## src/rtl/ascon_perm_ctrl_spa.sv

```systemverilog
`default_nettype none
// ============================================================================
// Module : ascon_perm_ctrl_spa
// Brief  : Control sequencer for the 16-bit-slice serial Ascon permutation.
//          Define PERM_OUT_REG_EN to get a registered, back-pressured result.
// Rev    : 1.0  initial release
// ============================================================================
module ascon_perm_ctrl_spa #(
  parameter int ROUNDS_A = 12,
  parameter int ROUNDS_B = 6,
  parameter int SLICES   = 4
) (
  input  logic         clk,
  input  logic         rst,
  input  logic         in_valid,
  output logic         in_ready,
  input  logic         mode,
  input  logic [319:0] state_in,
  output logic [319:0] dp_in,
  output logic         sel1,
  output logic         sel2,
  output logic         sel_cst,
  output logic         done,
  output logic [3:0]   rnd,
  input  logic [319:0] dp_out,
  output logic         out_valid,
  input  logic         out_ready,
  output logic [319:0] state_out
);

  localparam logic [1:0] c_S_LAST = 2'(SLICES - 1);
  localparam logic [3:0] c_LAST_A = 4'(ROUNDS_A - 1);
  localparam logic [3:0] c_LAST_B = 4'(ROUNDS_B - 1);
  localparam logic [3:0] c_BASE_B = 4'(ROUNDS_A - ROUNDS_B);

`ifdef PERM_OUT_REG_EN
  typedef enum logic [1:0] {ST_IDLE = 2'd0, ST_RUN = 2'd1, ST_HOLD = 2'd2} state_t;
  localparam state_t c_AFTER_DONE = ST_HOLD;
`else
  typedef enum logic [1:0] {ST_IDLE = 2'd0, ST_RUN = 2'd1} state_t;
  localparam state_t c_AFTER_DONE = ST_IDLE;
`endif

  state_t     r_state;
  state_t     w_state_nxt;
  logic [1:0] r_s;
  logic [3:0] r_k;
  logic [3:0] r_last;
  logic [3:0] r_base;
  logic       w_accept;

  assign w_accept = in_valid & ~rst & (r_state == ST_IDLE);
  assign dp_in    = state_in;

  always_comb begin
    w_state_nxt = r_state;
    in_ready    = 1'b0;
    sel1        = 1'b0;
    sel2        = 1'b0;
    sel_cst     = 1'b0;
    done        = 1'b0;
    rnd         = 4'd0;
    case (r_state)
      ST_IDLE: begin
        in_ready = 1'b1;
        if (w_accept) begin
          sel1        = 1'b1;
          sel2        = 1'b1;
          w_state_nxt = ST_RUN;
        end
      end
      ST_RUN: begin
        rnd     = r_base + r_k;
        sel_cst = (r_s == 2'd0);
        // Last slice of every round reloads the datapath from its feedback.
        if (r_s == c_S_LAST) begin
          sel2 = 1'b1;
          if (r_k == r_last) begin
            done        = 1'b1;
            w_state_nxt = c_AFTER_DONE;
          end
        end
      end
`ifdef PERM_OUT_REG_EN
      ST_HOLD: begin
        if (out_ready) w_state_nxt = ST_IDLE;
      end
`endif
      default: w_state_nxt = ST_IDLE;
    endcase
  end

  always_ff @(posedge clk) begin
    if (rst) begin
      r_state <= ST_IDLE;
      r_s     <= 2'd0;
      r_k     <= 4'd0;
      r_last  <= 4'd0;
      r_base  <= 4'd0;
    end else begin
      r_state <= w_state_nxt;
      if (r_state == ST_RUN) begin
        r_s <= r_s + 2'd1;
        if (r_s == c_S_LAST) r_k <= r_k + 4'd1;
      end else begin
        r_s <= 2'd0;
        r_k <= 4'd0;
      end
      if (w_accept) begin
        r_last <= mode ? c_LAST_B : c_LAST_A;
        r_base <= mode ? c_BASE_B : 4'd0;
      end
    end
  end

`ifdef PERM_OUT_REG_EN
  logic [319:0] r_state_out;

  always_ff @(posedge clk) begin
    if (rst) begin
      r_state_out <= '0;
    end else if (done) begin
      r_state_out <= dp_out;
    end
  end

  assign state_out = r_state_out;
  assign out_valid = (r_state == ST_HOLD);
`else
  // Result is a single-cycle pulse straight from the datapath; no stall path.
  logic w_unused_out_ready;
  assign w_unused_out_ready = out_ready;
  assign state_out          = dp_out;
  assign out_valid          = done;
`endif

endmodule
`default_nettype wire
```

## config.mk

```make
export PLATFORM = sky130hd
export DESIGN_NAME = ascon_perm_ctrl_spa
export DESIGN_NICKNAME = d
export VERILOG_FILES = /design/src/rtl/ascon_perm_ctrl_spa.sv
export SDC_FILE = /design/constraint.sdc
export NUM_CORES = 1
export LEC_CHECK = 0
export BUFFER_PORTS_ARGS = -buffer_cell sky130_fd_sc_hd__buf_2
export CAP_MARGIN = 25
export CORE_AREA = 2 2 509 511
export CTS_BUF_LIST = sky130_fd_sc_hd__clkbuf_8
export DETAILED_ROUTE_END_ITERATION = 6
export DIE_AREA = 0 0 511 513
export PLACE_DENSITY = 0.3
export SYNTH_ARGS = -nofsm -noshare
export SYNTH_HDL_FRONTEND = slang
export SYNTH_SLANG_ARGS = --single-unit
```

## constraint.sdc

```tcl
create_clock -name clk -period 4 [get_ports clk]
set_clock_uncertainty 0.2 [all_clocks]
set_input_delay 0.4 -clock clk [delete_from_list [all_inputs] [get_ports clk]]
set_output_delay 0.4 -clock clk [all_outputs]
set_load 0.02 [all_outputs]
```

==> flow_metrics.py <==
metrics = {
    "yosys": {
        "synthXorXnorAreaFrac_pct": 0.823,
        "post-synth-top-area-fraction_pct": 90.4,
        "synthMostInstantiatedCell": "buf_4",
        "yosys.area_share.simple_pct": 2.04,
        "share_of_synthesized_area_spent_on_multiplexers_pct": 0.376,
        "ys_async_sr_fraction_pct": 0,
        "netlist_cell_types": 22,
        "post_synthesis_register_bit_count": 10,
        "synth_nets": 1346,
        "synth.top_cells.by_area": "buf_4, dfxtp_1, ha_1",
        "cell_types_with_the_highest_counts_after_synthesis": "buf_4, dfxtp_1, nor2_1",
        "synth-compound-area-share_pct": 0.705,
        "syn_avg_cell_area_um2": 7.66,
        "syn_inst": 695,
        "sequential_area_share_after_synthesis_pct": 3.76,
        "mappedNetlistArea_mm2": 0.00532,
        "number_of_enable_flip_flop_cells_after_synthesis": 0,
        "yosys.area_share.adder_pct": 1.55,
        "netlist.top_cell.by_area": "buf_4",
        "synth_warnings": 0,
        "synth-main-ff-cell": "dfxtp_1",
        "main_combinational_cell_family_by_area_after_synthesis": "buffers and inverters",
    },
    "sta": {
        "finalCritPeriodShare_pct": 63.4,
        "fin_setup_tns_ns": 0,
        "finalSetupViolations": 0,
        "final_max_slew_viol_count": 0,
        "final_worst_path_period_need_ns": 2.53,
        "worst_max_slew_pin_slew_ns": 0.514,
        "fmaxAchievable_mhz": 395,
        "worst_slew_slack_as_a_fraction_of_its_limit_pct": 65.7,
        "final_hold_violation_count": 0,
        "worst_slack_ns": 1.47,
        "setup_repair_after_global_routing_missed_its_margin": "no",
    },
    "clock_network": {
        "cts_inserted_buffers": 3,
        "clk_root_buffer_cell": "clkbuf_8",
        "postCtsSetupRepairBufs": 0,
        "worstSkewPairLatency_ns": 0.24,
        "cts_hold_buf": 0,
        "clk_pin_slew_ns": 0.05,
        "h-tree-depth": 1,
        "clockBufferDepth": 2,
        "cts_sinks": 10,
        "tritoncts": "done",
        "post_cts_resize_count": 0,
    },
    "power_and_ir_drop": {
        "power_frac_clock_pct": 50.3,
        "power_spent_charging_and_discharging_nets_w": 0.0000591,
        "finalPower_w": 0.000257,
        "leakage_nw": 0.328,
        "share_seq_of_total_power_pct": 41.8,
        "comb_power_share_pct": 7.9,
        "max-vdd-ir-drop_uv": 140,
        "swShare_pct": 23.0,
        "power_density_mw_per_mm2": 52.9,
        "internal_power_w": 0.000198,
    },
    "run": {
        "maximum_capacitance_violations": 0,
    },
    "placed_design": {
        "gp_congestion": 0.896,
        "numPortBuffers": 13,
        "place_worst_setup_slack_ns": 1.72,
    },
    "grt": {
        "antenna_found_initial": 1,
        "grt.overflow.total": 0,
        "via_count_of_the_first_global_routing_pass": 1934,
        "grt_first_pass_wirelength_um": 186000,
        "grt_max_degree": 11,
        "global_route_total_usage_across_every_layer_pct": 13.1,
    },
    "worst_setup_path": {
        "endpoint_kind": "output pin",
        "cpPeakStageDelay_ns": 0.56,
        "crit_chain": "or3_1 -> a2111oi_2 -> buf_2",
        "setup.worst_path.class": "reg2out",
        "worstSetupStartpointType": "flip-flop",
        "cp_data_arrival_time_ns": 1.93,
        "critical_path_peak_fanout": 6,
        "crit_slowest_cell": "a2111oi_2",
        "critical_path_rt_ns": 3.40,
        "r2r_cells": 3,
    },
    "route": {
        "first_pass_detailed_route_iteration_total": 6,
        "drt-initial-drc-count": 79,
        "route.detailed.wl_per_inst_um": 51.8,
        "final_antenna_net_count": 0,
        "dr_total_vias": 2088,
        "drt_wl_total_um": 179000,
        "per_cell_via_count_in_the_routed_design": 0.605,
        "drc_errors": 0,
    },
    "finish": {
        "syn2layout_area_growth_pct": -8.67,
        "fillCellCount": 30600,
        "fin_nets": 722,
        "drive_above_1_share_pct": 27.1,
        "n_antenna_cell": 0,
    },
    "min_path": {
        "min-delay-path-class": "in2reg",
        "min_delay_path_depth": 2,
    },
    "floorplanning": {
        "fp.coreArea_mm2": 0.256,
        "die-width_um": 511,
        "start_util_pct": 2.08,
        "io_pins": 1295,
        "die_height_um": 513,
        "die_area_mm2": 0.262,
        "num_rows": 186,
    },
    "run_status": {
        "run_status": "completed",
    },
}
==> routing by layer <==
layer	vias up	routed length (um)	global-route usage, %
met5	-	130	0.347
met4	2	4370	2.64
met3	162	95100	33.0
met2	1352	76400	20.0
met1	362	2750	0.522
li1	210	-	-
==> critical path, delay by kind of cell, from the launching register on <==
family | cells | cell delay [ns]
buf+inv | 1 | 0.38
simple gates | 1 | 0.39
flops | 1 | 0.35
compound gates | 1 | 0.56
==> power groups by stage <==
stage / Sequential [W] / Clock [W] / Combinational, W
6_report: 0.000108 / 0.000129 / 0.0000203
5_1_grt: 0.000108 / 0.000138 / 0.0000228
4_1_cts: 0.000108 / 0.000132 / 0.0000208
3_5_place_dp: 0.000110 / 0 / 0.0000206
3_3_place_gp: 0.000110 / 0 / 0.0000214
2_1_floorplan: 0.000107 / 0 / 0.000949
==> cell usage in the layout (no fill, tap or decap), drive strengths merged <==
cell type,count
buf,13
dfxtp,10
nor2,8
ha,5
inv,4
and2,4
clkbuf,4
nand2,3
xor2,3
xnor2,2
mux2i,2
o21ai,2
nor3b,1
nand2b,1
nand3,1
or3,1
a2111oi,1
a21oi,1
a21o,1
and3,1
nand4,1
fa,1
==> cell families (layout without fill, tap and decap cells) <==
logic type	count (synthesis)	count (layout)
XOR/XNOR	5	5
AND/OR/NAND/NOR	21	21
flip-flops	10	10
multiplexers	2	2
buffers and inverters	646	21
adder cells (fa/ha/maj)	6	6
AO/OA/AOI/OAI	5	5
==> stage by stage <==
step	hold WS, ns	util, %	cells	area [um2]
6_report	0.160	1.90	3454	4860
5_1_grt	0.176	1.90	3454	4860
4_1_cts	0.158	1.90	3454	4860
3_5_place_dp	0.238	1.88	3450	4810
3_3_place_gp	0.237	1.88	3450	4810
2_1_floorplan	0.217	-	695	5320
==> path summary, 6_finish.rpt <==
check / start / slack, ns / endpoint
min reg2reg: r_s[0] / 0.25 / r_s[0]
max reg2reg: r_k[1] / 2.26 / r_state[0]
max: r_k[1] / 1.47 / done
min: mode / 0.16 / r_last[1]
==> flip-flops by register name, indices dropped and copies added (netlist names) <==
name,count
r_k,4
r_last,3
r_s,2
r_state,1
==> cell type report <==
class                      count  area, um2  share of cell area [%]
tap                         3384       4230                    87.1
multi-input combinational     39        293                    6.02
sequential                    10        200                    4.12
timing repair buffer          13       65.1                    1.34
clock buffer                   4       55.1                    1.13
inverter                       4       15.0                   0.309
No activity file was read; power rests on OpenSTA's default activity.
